### config.mk
export PLATFORM = sky130hd
export DESIGN_NAME = text_console_ctrl
export DESIGN_NICKNAME = d
export VERILOG_FILES = /design/src/rtl/text_console_ctrl.sv
export SDC_FILE = /design/constraint.sdc
export NUM_CORES = 1
export LEC_CHECK = 0
export ABC_AREA = 1
export CAP_MARGIN = 30
export CORE_MARGIN = 5
export CORE_UTILIZATION = 40
export CTS_BUF_LIST = sky130_fd_sc_hd__clkbuf_16
export DETAILED_ROUTE_END_ITERATION = 10
export HOLD_SLACK_MARGIN = 0.02
export PLACE_DENSITY = 0.66
export SKIP_CTS_REPAIR_TIMING = 1
export SLEW_MARGIN = 20
export SYNTH_ARGS = -nofsm -noshare
export SYNTH_HDL_FRONTEND = slang
export SYNTH_SLANG_ARGS = --single-unit
### constraint.sdc
create_clock -name clk -period 2.2 [get_ports clk]
set_input_delay 0.22 -clock clk [delete_from_list [all_inputs] [get_ports clk]]
set_output_delay 0.22 -clock clk [all_outputs]
set_load 0.02 [all_outputs]
### src/rtl/text_console_ctrl.sv
// Text console sequencer: arbitrates CPU and terminal-byte writes onto one display write port.
// Optional TEXT_CONSOLE_TAB_EN: 0x09 advances the cursor to the next multiple-of-8 column.
module text_console_ctrl #(
  parameter int COLS = 80,
  parameter int ROWS = 30,
  parameter logic [7:0] ATTR = 8'h0F
) (
  input  logic        clk,
  input  logic        reset,
  input  logic        cpu_wr,
  input  logic [11:0] cpu_addr,
  input  logic [15:0] cpu_data,
  input  logic        in_valid,
  input  logic [7:0]  in_data,
  output logic        in_ready,
  output logic        dsp_wr,
  output logic [11:0] dsp_addr,
  output logic [15:0] dsp_data,
  output logic [4:0]  cursor_row,
  output logic [6:0]  cursor_col,
  output logic        busy
);

  localparam logic [6:0] LAST_COL = 7'(COLS - 1);
  localparam logic [4:0] LAST_ROW = 5'(ROWS - 1);

  typedef enum logic [1:0] {IDLE, PUT, CLEAR_ALL, CLEAR_LINE} state_t;

  state_t      state;
  logic [4:0]  sweepRow;
  logic [6:0]  sweepCol;
  logic [11:0] putAddr;
  logic [7:0]  putChar;
  logic        putAdv;

  logic        pendValid, grant, accept, nlClear;
  logic [11:0] pendAddr;
  logic [15:0] pendData;
  logic [4:0]  nlRow;

  always_comb begin
    pendValid = (state != IDLE);
    pendAddr  = putAddr;
    pendData  = {ATTR, putChar};
    case (state)
      CLEAR_ALL:  begin pendAddr = {sweepRow, sweepCol};   pendData = {ATTR, 8'h20}; end
      CLEAR_LINE: begin pendAddr = {cursor_row, sweepCol}; pendData = {ATTR, 8'h20}; end
      default: ;
    endcase
    grant   = pendValid & ~cpu_wr;
    accept  = in_valid & in_ready;
    // A newline on the bottom row wraps to row 0, which must be blanked first.
    nlClear = (cursor_row == LAST_ROW);
    nlRow   = nlClear ? 5'd0 : cursor_row + 5'd1;
  end

`ifdef TEXT_CONSOLE_TAB_EN
  logic [7:0] tabCol;
  assign tabCol = {1'b0, cursor_col[6:3], 3'b000} + 8'd8;
`endif

  // CPU always wins the port; the FSM's pending write simply repeats until granted.
  always_ff @(posedge clk or posedge reset) begin
    if (reset) begin
      dsp_wr   <= 1'b0;
      dsp_addr <= '0;
      dsp_data <= '0;
    end else begin
      dsp_wr   <= cpu_wr | pendValid;
      dsp_addr <= cpu_wr ? cpu_addr : pendAddr;
      dsp_data <= cpu_wr ? cpu_data : pendData;
    end
  end

  always_ff @(posedge clk or posedge reset) begin
    if (reset) begin
      state      <= CLEAR_ALL;
      sweepRow   <= '0;
      sweepCol   <= '0;
      cursor_row <= '0;
      cursor_col <= '0;
      in_ready   <= 1'b0;
      busy       <= 1'b1;
      putAddr    <= '0;
      putChar    <= '0;
      putAdv     <= 1'b0;
    end else begin
      case (state)
        IDLE: begin
          if (accept) begin
            in_ready <= 1'b0;
            if (in_data >= 8'h20 && in_data <= 8'h7E) begin
              state   <= PUT;
              putAddr <= {cursor_row, cursor_col};
              putChar <= in_data;
              putAdv  <= 1'b1;
            end else if (in_data == 8'h0D) begin
              cursor_col <= '0;
            end else if (in_data == 8'h0A) begin
              cursor_col <= '0;
              cursor_row <= nlRow;
              sweepCol   <= '0;
              if (nlClear) state <= CLEAR_LINE;
            end else if (in_data == 8'h08) begin
              if (cursor_col != 7'd0) begin
                cursor_col <= cursor_col - 7'd1;
                putAddr    <= {cursor_row, cursor_col - 7'd1};
                putChar    <= 8'h20;
                putAdv     <= 1'b0;
                state      <= PUT;
              end
            end else if (in_data == 8'h0C) begin
              state    <= CLEAR_ALL;
              sweepRow <= '0;
              sweepCol <= '0;
              busy     <= 1'b1;
`ifdef TEXT_CONSOLE_TAB_EN
            end else if (in_data == 8'h09) begin
              if (tabCol >= 8'(COLS)) begin
                cursor_col <= '0;
                cursor_row <= nlRow;
                sweepCol   <= '0;
                if (nlClear) state <= CLEAR_LINE;
              end else begin
                cursor_col <= tabCol[6:0];
              end
`endif
            end
          end else begin
            in_ready <= 1'b1;
          end
        end
        PUT: begin
          if (grant) begin
            state    <= IDLE;
            in_ready <= 1'b1;
            if (putAdv) begin
              if (cursor_col == LAST_COL) begin
                cursor_col <= '0;
                cursor_row <= nlRow;
                sweepCol   <= '0;
                if (nlClear) begin
                  state    <= CLEAR_LINE;
                  in_ready <= 1'b0;
                end
              end else begin
                cursor_col <= cursor_col + 7'd1;
              end
            end
          end
        end
        CLEAR_LINE: begin
          if (grant) begin
            if (sweepCol == LAST_COL) begin
              state    <= IDLE;
              in_ready <= 1'b1;
            end else begin
              sweepCol <= sweepCol + 7'd1;
            end
          end
        end
        CLEAR_ALL: begin
          if (grant) begin
            if (sweepCol == LAST_COL) begin
              sweepCol <= '0;
              if (sweepRow == LAST_ROW) begin
                state      <= IDLE;
                in_ready   <= 1'b1;
                busy       <= 1'b0;
                cursor_row <= '0;
                cursor_col <= '0;
              end else begin
                sweepRow <= sweepRow + 5'd1;
              end
            end else begin
              sweepCol <= sweepCol + 7'd1;
            end
          end
        end
        default: state <= IDLE;
      endcase
    end
  end

endmodule

**Yosys cells after proc, flatten, opt, wreduce, memory -nomap -nowiden**

Cells that the tools add are included.

- Register bits: 78
- Word-level logic and storage cells: 186

- Add/subtract/negate cells: 5
- Order comparisons: 2
- Eq/ne operators: 38
- Multiplexer cells: 107
- Bitwise logic cells: 4
- Reductions and logical operators: 17

Operators by type and width:

| cell | count |
|---|---|
| $mux W7 | 25 |
| $mux W5 | 20 |
| $mux W12 | 6 |
| $mux W8 | 6 |
| $ne A2 B2 Y1 const B | 19 |
| $mux W2 | 17 |
| $reduce_and A11 Y1 | 3 |
| $eq A8 B4 Y1 const B | 4 |
| $reduce_and A10 Y1 | 3 |
| $pmux W7 S4 | 1 |
| $mux W1 | 24 |
| $pmux W12 S2 | 1 |
| $pmux W7 S3 | 1 |
| $mux W16 | 1 |
| $pmux W5 S3 | 1 |
| $add A7 B1 Y7 const B | 2 |
| $eq A7 B7 Y1 const B | 2 |
| $ne A4 B4 Y1 const B | 3 |
| $reduce_and A6 Y1 | 2 |
| $add A5 B1 Y5 const B | 2 |
| $eq A5 B5 Y1 const B | 2 |
| $ne A5 B5 Y1 const B | 2 |
| $pmux W5 S2 | 1 |
| $ne A3 B3 Y1 const B | 3 |
| other kinds (17) | 22 |

**Depth between registers and ports, before layout**

Gate-level depths: netlist of the first run.

- Depth after elaboration: 8
- Depth in mapped cells: 11
- Depth with buffers taken out: 11

**Worst setup path after synthesis of the first run**

OpenSTA, ideal clock, no wires.

- Path type: register -> register
- Start: register state[1]
- End: register cursor_row[0]
- Data arrival time: 1964 ps
- Setup slack: 117 ps
- Stages on the path, launching flop included: 10
- Clock period less this slack: 2083 ps
- Path through: dfstp_2 clkinv_1 ha_1 buf_6 nand2_1 nand2_4 nor3_4 nand3_2 nand2_1 nand2_1

- Word-level cells in the longest chain between the ends: 4
- Elaborated cells on any way between the ends: 18
- Classes of those cells: 12 x eq/ne; 1 x mux; 1 x bitwise; 4 x reduce/logical

Ends and longest elaborated chain:

| item | line | text |
|---|---|---|
| start: declaration | 29 | `state_t state;` |
| start signal: assignment | 77 | `state <= CLEAR_ALL;` |
| start signal: assignment | 93 | `state <= PUT;` |
| start signal: assignment | 103 | `if (nlClear) state <= CLEAR_LINE;` |
| $reduce_bool A2 Y1 | 42 | `pendValid = (state != IDLE);` |
| $and A1 B1 Y1 | 50 | `grant = pendValid & ~cpu_wr;` |
| $ne A2 B2 Y1 (no source line) | - |  |
| $reduce_and A11 Y1 (no source line) | - |  |
| end signal: assignment | 101 | `cursor_row <= nlRow;` |
| end signal: assignment | 140 | `cursor_row <= nlRow;` |
| end: declaration | 19 | `output logic [4:0] cursor_row,` |

Parallel ways exist; a longest one is shown, timed or not.
A chain may end at the register's enable or synchronous reset.

**Worst setup path after layout of the first run**

- Start: register state[1]
- End: register sweepCol[2]

- Word-level cells in the longest chain between the ends: 4
- Elaborated cells on any way between the ends: 19
- Classes of those cells: 14 x eq/ne; 1 x mux; 1 x bitwise; 3 x reduce/logical

Ends and longest elaborated chain:

| item | line | text |
|---|---|---|
| $reduce_bool A2 Y1 | 42 |  |
| $and A1 B1 Y1 | 50 |  |
| $ne A2 B2 Y1 (no source line) | - |  |
| $reduce_and A11 Y1 (no source line) | - |  |
| end signal: assignment | 158 | `sweepCol <= sweepCol + 7'd1;` |
| end signal: assignment | 176 | `sweepCol <= sweepCol + 7'd1;` |
| end: declaration | 31 | `logic [6:0] sweepCol;` |

Parallel ways exist; a longest one is shown, timed or not.

==> results of run 1 <==
layer usage:
metal	up-vias	routed length [µm]	global-route usage [%]
li1	2068	-	-
met2	125	5860	31.1
met1	1990	5640	25.6
met3	17	686	3.21
met4	0	227	6.35
met5	-	0	0
placed cells by master, fill, tap and decap left out, drive strengths merged, types with 2 or more instances in the layout:
master,count
nor3,5
nand2,194
clkdlybuf4s50,82
clkinvlp,3
clkbuf,9
xor2,13
dfrtp,76
nor2,69
buf,15
a31oi,4
o21ai,50
inv,55
nand4,16
dfstp,2
or2,4
o211ai,6
o21bai,3
nand3,33
xnor2,3
a21oi,12
clkinv,3
o31ai,3
ha,13
a221oi,4
area by class of cell:
type | instances | area (µm²) | share of cell area, %
Clock buffer | 9 | 225 | 3.81
Clock inverter | 7 | 65.1 | 1.10
Sequential cell | 78 | 1950 | 33.1
Timing Repair Buffer | 97 | 958 | 16.2
Multi-Input combinational cell | 435 | 2310 | 39.1
Inverter | 55 | 214 | 3.62
Tap cell | 143 | 179 | 3.03
through the flow:
| stage | std cells | setup WS, ns |
|---|---|---|
| floorplan | 585 | 0.117 |
| global placement | 807 | 0.170 |
| detailed placement | 807 | 0.0696 |
| CTS | 823 | 0.0459 |
| global route | 824 | 0.0395 |
| finish | 824 | 0.165 |
logic make-up (layout without fill, tap and decap cells):
family | Yosys count | after routing
xor+xnor | 16 | 16
compound gates | 85 | 85
buf+inv | 73 | 168
fa+ha+maj | 13 | 13
simple gates | 320 | 321
flops | 78 | 78
worst max-delay path by stage:
stage	startpoint	slack (ns)	depth (start not counted)	endpoint
after global placement	state[1]	0.17	10	sweepCol[5]
after floorplan	state[1]	0.12	9	cursor_row[0]
final	state[1]	0.17	8	sweepCol[2]
after detailed placement	state[1]	0.07	9	sweepCol[5]
after global routing	state[1]	0.04	11	cursor_col[6]
after CTS	state[1]	0.05	9	sweepCol[5]
power breakdown:
group,switching [W],internal (W),total (W)
logic,0.00123,0.000798,0.00202
clock network,0.000598,0.000871,0.00147
registers,0.000190,0.00160,0.00179
total,0.00201,0.00327,0.00529
critical path: cells and delay by family, from the launching register on:
family | cells | cell delay (ns)
AOI/OAI and AO/OA | 1 | 0.06
buffers and inverters | 1 | 0.07
and+or+nand+nor | 5 | 0.95
DFF | 1 | 0.61
adders and majority gates | 1 | 0.22
flip-flops by register name, indices dropped and copies added (netlist names):
register / cells
dsp_data: 16
dsp_addr: 12
putAdv: 1
dsp_wr: 1
putChar: 8
sweepRow: 5
state: 2
busy: 1
cursor_col: 7
putAddr: 12
sweepCol: 7
in_ready: 1
cursor_row: 5
==> results.md, run 1 <==
- The flow ran to the end, and the final reports show no timing, DRC or antenna violations.
- The final-report max-slew violation count is 0.
- Of all cell types, the one taking the most synthesized area is sky130_fd_sc_hd__dfrtp_1.
- In this run the power density over the cells is 895 nW/µm².
- The placement row count is 39.
- The longest clock path from root to sink contains 2 buffers.
- The endpoint of the worst-slack reg-to-reg timing path is sweepCol[2].
- The horizontal die dimension is 117 µm.
- The final-stage net count is 729.
- The initial utilization of the core area, before any placement, comes to 40.3%.
- Setup slack on the worst reg-to-reg path comes out at 0.17 ns.
- The total cell area at the placement stage is 5590 µm².
- The detail route stage leaves a number of antenna-violating nets equal to 0.
- The residual DRC count is 0.
- In the final layout, the share of cells above drive strength 1 is 10.9%.
- In the synthesized netlist, the cells that appear most often are 189 x sky130_fd_sc_hd__nand2_1, 76 x sky130_fd_sc_hd__dfrtp_1, 59 x sky130_fd_sc_hd__nor2_1.
- For the worst flop-to-flop path, the logic depth is 8.
- The DRC marker count from the first detailed-route iteration is 256.
- In this run, distinct cell masters in the synthesized netlist total 43.
- The largest stage delay on the critical path is 0.61 ns.
- The data arrival time of the worst path is 2.26 ns.
- Of the post-synthesis cell area, the dominant cell type holds 41.9%.
- The top achievable clock speed is 491 MHz.
- Across the run, the number of max-cap violations was 0.
- Wires add up to 12400 µm.
- The number of antenna diodes is 0.
- The required arrival time at the worst endpoint is 2.42 ns.
- The post-synthesis simple-gate area fraction is 32.2%.
- The floorplan step set the die height to 117 µm.
- Detailed placement ended at an HPWL of 9310 µm.
- In this run the tightest slew margin relative to its limit is 55.6%.
- The clock skew is 0.00633 ns.
- Each instance of the synthesized netlist takes up on average 7.76 µm².
- The area added between synthesis and finish is 30.1%.
- In the final timing run, aggregate negative setup slack is 0 ns.
- IR analysis of the VDD net gives a maximum drop of 546 µV.
- The clock-pin slew on the worst setup and hold paths is 0.06 ns.
- Counting every instance in the synthesized netlist gives 585.
- Clock latency on the worst-skew pair, taken at its later pin, is 0.34 ns.
- The initial antenna violation count is 0.
- The slowest library cell on the worst path is sky130_fd_sc_hd__dfstp_2.
- The post-synthesis cell area is 4540 µm².
- The first global-routing pass estimated 20100 µm of wire.
- The signal on the critical path passes through inv_2 -> ha_2 -> nand2_1 -> nand2_1 -> nor2_1 -> nand3_2 -> nand2_1 -> o21ai_1.
- Setup violations remaining at the end of the flow were counted as 0.
- The number of I/O pins is 83.
- The tightest hold margin is 0.330 ns.
- The final critical path takes up 92.5% of the cycle.
- The global router's overall resource usage is 19.0%.
- The overall overflow remaining after global route is 0.
- The clock sink count is 78.
- The xor/xnor cell area share of the yosys netlist is 3.09%.
- The portion of the post-synthesis area used by sequential elements is 43.0%.
- The length of the first detailed-routing pass in iterations is 5.
- Yosys printed 0 warnings.
- In this run the critical register-to-register path is launched from state[1].
- The post-synthesis share of cell area spent on full adders, half adders and majority gates is 3.58%.
- The largest family of logic cells by synthesized area is simple AND/OR/NAND/NOR gates.
- The synthesized flop and latch total is 78.
- The cell with the most instances after synthesis is sky130_fd_sc_hd__nand2_1.
- The post-layout utilization of the core is 52.4%.
- After filler insertion, the fill cell instance count of the layout stands at 1061.
- The most frequently used flop master after synthesis is sky130_fd_sc_hd__dfrtp_1.
- Setup repair after global routing left no endpoint under its margin.
- The die covers 13600 µm².
- Of all nets on the critical path, the largest fanout is 7.
- By area the synthesized netlist is led by sky130_fd_sc_hd__dfrtp_1 42%, sky130_fd_sc_hd__nand2_1 16%, sky130_fd_sc_hd__nor2_1 4.9%, sky130_fd_sc_hd__o21ai_0 4.5%, sky130_fd_sc_hd__inv_1 3.8%.
- The critical path endpoint category is a register.
- The worst path in the final design needs a cycle of 2.03 ns, including I/O delays and setup.
- The clock tree from TritonCTS is done.
- The proportion of synthesized flip-flops having asynchronous set or reset is 100%.
- The most common cell type on the critical path is sky130_fd_sc_hd__nand2_1.
- The total vias in the final route is 4200.
- The detailed-route wire length per cell is 15.1 µm.
- The final estimated routing congestion in global placement is 0.955.
- Input and output buffers added on the ports amount to 82.
- The worst setup path is launched from a register.
- The path class of the tightest hold or removal check is input port to async pin.
- The design draws 0.00529 W.
- The area of all placed cells without fillers is 5910 µm².
- The via count of the first global-routing pass is 4133.
- The slew at the pin closest to its max-slew limit is 0.664 ns.
- The classification of the worst setup path is register to register.
- The mux cell area share after synthesis is 0%.
- The number of synthesized flops with an enable pin is 0.
- Entering global routing, the biggest net connects 30 pins.
- Summing the areas of all compound-gate instances in the mapped netlist gives 11.3% of the synthesized area.
- The total count of hold-check failures in the final report is 0.
- TritonCTS created 9 clock buffers.
- The leakage power figure is 2.79 nW.
- The number of nets handed over by synthesis was 638.
- The average vias per placed instance is 5.10.
- The buffer cell driving the clock tree root is sky130_fd_sc_hd__clkbuf_16.
- The level count of the clock H-tree is 3.
- The region available for standard cell placement spans 11300 µm².
Power figures use the tool's default switching activity.
==> run 2, diff against run 1 <==
--- a/config.mk
+++ b/config.mk
@@ -10,6 +10,7 @@
 export CORE_MARGIN = 5
 export CORE_UTILIZATION = 40
 export CTS_BUF_LIST = sky130_fd_sc_hd__clkbuf_16
+export CTS_CLUSTER_SIZE = 25
 export DETAILED_ROUTE_END_ITERATION = 10
 export HOLD_SLACK_MARGIN = 0.02
 export PLACE_DENSITY = 0.66
==> results of run 2 <==
The final DEF is identical to that of run 1; final timing and power are the same.
==> run 3, diff against run 2 <==
--- a/config.mk
+++ b/config.mk
@@ -8,12 +8,13 @@
 export ABC_AREA = 1
 export CAP_MARGIN = 30
 export CORE_MARGIN = 5
-export CORE_UTILIZATION = 40
+export CORE_UTILIZATION = 35
 export CTS_BUF_LIST = sky130_fd_sc_hd__clkbuf_16
 export CTS_CLUSTER_SIZE = 25
 export DETAILED_ROUTE_END_ITERATION = 10
+export GPL_ROUTABILITY_DRIVEN = 0
 export HOLD_SLACK_MARGIN = 0.02
-export PLACE_DENSITY = 0.66
+export SETUP_SLACK_MARGIN = 0.05
 export SKIP_CTS_REPAIR_TIMING = 1
 export SLEW_MARGIN = 20
 export SYNTH_ARGS = -nofsm -noshare
==> run 3 against run 2 <==
  * Worst hold slack improved by 0.0095 ns
  * First-iteration DRC count rose by 62%
  * Count of clock-buffer cells in the layout did not move
  * Setup slack improved by 0.062 ns
  * Clock power barely moved
  * Flip-flop and latch count did not move
  * Maximum frequency rose by 3.2%
  * Power fell by 0.83%
  * Global-route usage fell by 2.5 points
  * Critical endpoint is now cursor_col[4]
  * Cell area barely moved
==> results.md, run 3 (synthesis gave the netlist of run 1 again) <==
- The worst IR drop on VDD was 523 µV (-4.3%).
- The full die area is 15400 µm² (+13%).
- The time the final worst path needs with I/O delays and setup is 1.97 ns (-0.0624 ns).
- The total core area is 12700 µm² (+12%).
- The total cell area at the placement stage is 5590 µm² (about the same).
- The flow ran to the end, and the final reports show no timing, DRC or antenna violations.
- The clock buffer count from CTS is 9 (unchanged).
- The length of the first detailed-routing pass in iterations came to 5 (unchanged).
- The data arrival time of the worst path came to 2.26 ns (about the same).
- The first-pass GRT wire length was 19900 µm (-1.1%).
- The startpoint identified for the worst register-to-register timing path is state[1].
- The final-stage net count is 725 (-0.55%).
- The largest driver fanout on the critical path came to 7 (unchanged).
- The total design power is 0.00524 W (-0.83%).
- The number of antenna diodes was 0 (unchanged).
- The horizontal die dimension is 124 µm (+6.3%).
- The overall overflow remaining after global route is 0 (unchanged).
- Leaving out fill and tap cells, the most frequent cell in the layout is sky130_fd_sc_hd__nand2_1.
- The post-layout utilization of the core is 46.6% (-5.8 points).
- The worst register-to-register path ends at cursor_col[4].
- The area of all placed cells without fillers is 5910 µm² (about the same).
- The leakage power figure is 2.77 nW (-0.82%).
- The placed wire-length estimate is 8940 µm (-3.9%).
- The final-report max-slew violation count came to 0 (unchanged).
- The slew at the pin closest to its max-slew limit is 0.415 ns (-0.249 ns).
- The class of the worst hold path is input port to async pin.
- The via count of the first global-routing pass is 4036 (-2.3%).
- The clock skew is 0.00601 ns (-0.000315 ns).
- The setup violation total in the final timing report came to 0 (unchanged).
- The buffer cell driving the clock tree root is sky130_fd_sc_hd__clkbuf_16.
- The reg-to-reg setup timing slack is 0.23 ns (+0.06 ns).
- The type of element launching the critical path is a register.
- The total count of hold-check failures in the final report came to 0 (unchanged).
- The largest net degree at the start of global routing is 79 (+160%).
- The post-route clock period utilization is 89.6% (-2.8 points).
- The flip-flop count of the largest register after layout came to 16 (unchanged).
- The critical path endpoint category is a register.
- The height of the die came to 124 µm (+6.3%).
- The ratio of cells with drive above 1 in the final layout is 10.8% (-0.084 points).
- The DRC marker count from the first detailed-route iteration came to 415 (+62%).
- The classification of the worst setup path is register to register.
- The layout filler cell count is 1246 (+17%).
- The average vias per placed instance came to 4.90 (-3.8%).
- The area occupied by registers is 1950 µm² (unchanged).
- The count of buffers from port buffering is 82 (unchanged).
- The top achievable clock speed is 507 MHz (+3.2%).
- The clock tree from TritonCTS is done.
- The initial antenna violation count came to 0 (unchanged).
- The required arrival time at the worst endpoint is 2.48 ns (+0.06 ns).
- In the final layout, the registers with the most flip-flops are dsp_data x16, dsp_addr x12, putAddr x12.
- The number of I/O pins is 83 (unchanged).
- The clock-pin slew on the worst setup and hold paths is 0.06 ns (about the same).
- The initial core utilization was 35.8% (-4.4 points).
- The level count of the clock H-tree is 3 (unchanged).
- The residual DRC count is 0 (unchanged).
- The final-layout setup total negative slack came to 0 ns (unchanged).
- The number of max-cap violations came to 0 (unchanged).
- The worst slew margin relative to its limit is 72.0% (+16 points).
- Setup repair after global routing left no endpoint under its margin.
- In the layout the commonest cells are 189 x sky130_fd_sc_hd__nand2_1, 82 x sky130_fd_sc_hd__clkdlybuf4s50_1, 76 x sky130_fd_sc_hd__dfrtp_1, 58 x sky130_fd_sc_hd__nor2_1, 47 x sky130_fd_sc_hd__inv_1.
- The detailed-route wire length per cell is 14.1 µm (-6.1%).
- The global router's overall resource usage is 16.5% (-2.5 points).
- The power density over the cells is 888 nW/µm² (-0.81%).
- The clock sink count is 78 (unchanged).
- The tightest hold margin was 0.339 ns (+0.00955 ns).
- The area added between synthesis and finish is 30.1% (about the same).
- The clock latency on the worst-skew pair came to 0.35 ns (about the same).
- The total routed wirelength came to 12000 µm (-3.3%).
- The register containing the most flip-flops in the final layout is dsp_data.
- The number of routed nets with antenna violations came to 0 (unchanged).
- The number of buffers between clock root and the deepest sink was 2 (unchanged).
- The placement row count is 41 (+5.1%).
- The combined area of the multi-input logic cells is 2310 µm² (-0.16%).
- The worst-case reg-to-reg path depth was 11 (+3).
- The total vias in the final route was 4163 (-0.88%).
## run 3: worst max-delay path: stages, from the launching register on
cell,delay (ns)
sky130_fd_sc_hd__dfstp_2,0.60
sky130_fd_sc_hd__inv_2,0.08
sky130_fd_sc_hd__ha_2,0.23
sky130_fd_sc_hd__nor2_4,0.13
sky130_fd_sc_hd__inv_1,0.06
sky130_fd_sc_hd__nand2_1,0.08
sky130_fd_sc_hd__o211ai_1,0.13
sky130_fd_sc_hd__nor2_4,0.15
sky130_fd_sc_hd__nand3_2,0.10
sky130_fd_sc_hd__nor2_4,0.21
sky130_fd_sc_hd__nand2_1,0.08
sky130_fd_sc_hd__nand2_1,0.07
## run 3: how the worst max path moves through the flow
stage / end / from
after floorplan: cursor_row[0] / state[1]
after global placement: cursor_col[5] / state[1]
after detailed placement: cursor_col[5] / state[1]
after CTS: cursor_col[5] / state[1]
after global routing: cursor_col[4] / state[1]
final: cursor_col[4] / state[1]
## run 3: stage by stage
stage / setup WS, ns / instances
after floorplan: 0.117 / 585
after detailed placement: 0.0767 / 833
after CTS: 0.0640 / 849
after global placement: 0.122 / 833
final: 0.228 / 849
after global routing: 0.0878 / 849
## run 3: layer usage
layer  vias to the layer above  GRT usage (%)  wire, µm
li1                       2056              -         -
met1                      1975           22.6      5550
met4                         0           4.86       195
met5                         -              0         0
met3                        21           3.77       722
met2                       111           26.2      5530
## run 3: power by group
part / leakage [nW] / switching, W / internal (W) / total, W
Clock: 0.144 / 0.000603 / 0.000871 / 0.00147
Sequential: 0.992 / 0.000186 / 0.00160 / 0.00179
Combinational: 1.63 / 0.00120 / 0.000782 / 0.00198
## run 3: cell type report
cell class | instances | area share (%)
tap | 172 | 3.64
sequential | 78 | 33.1
multi-input combinational | 434 | 39.1
clock buffer | 9 | 3.81
timing repair buffer | 94 | 15.6
inverter | 55 | 3.62
clock inverter | 7 | 1.12
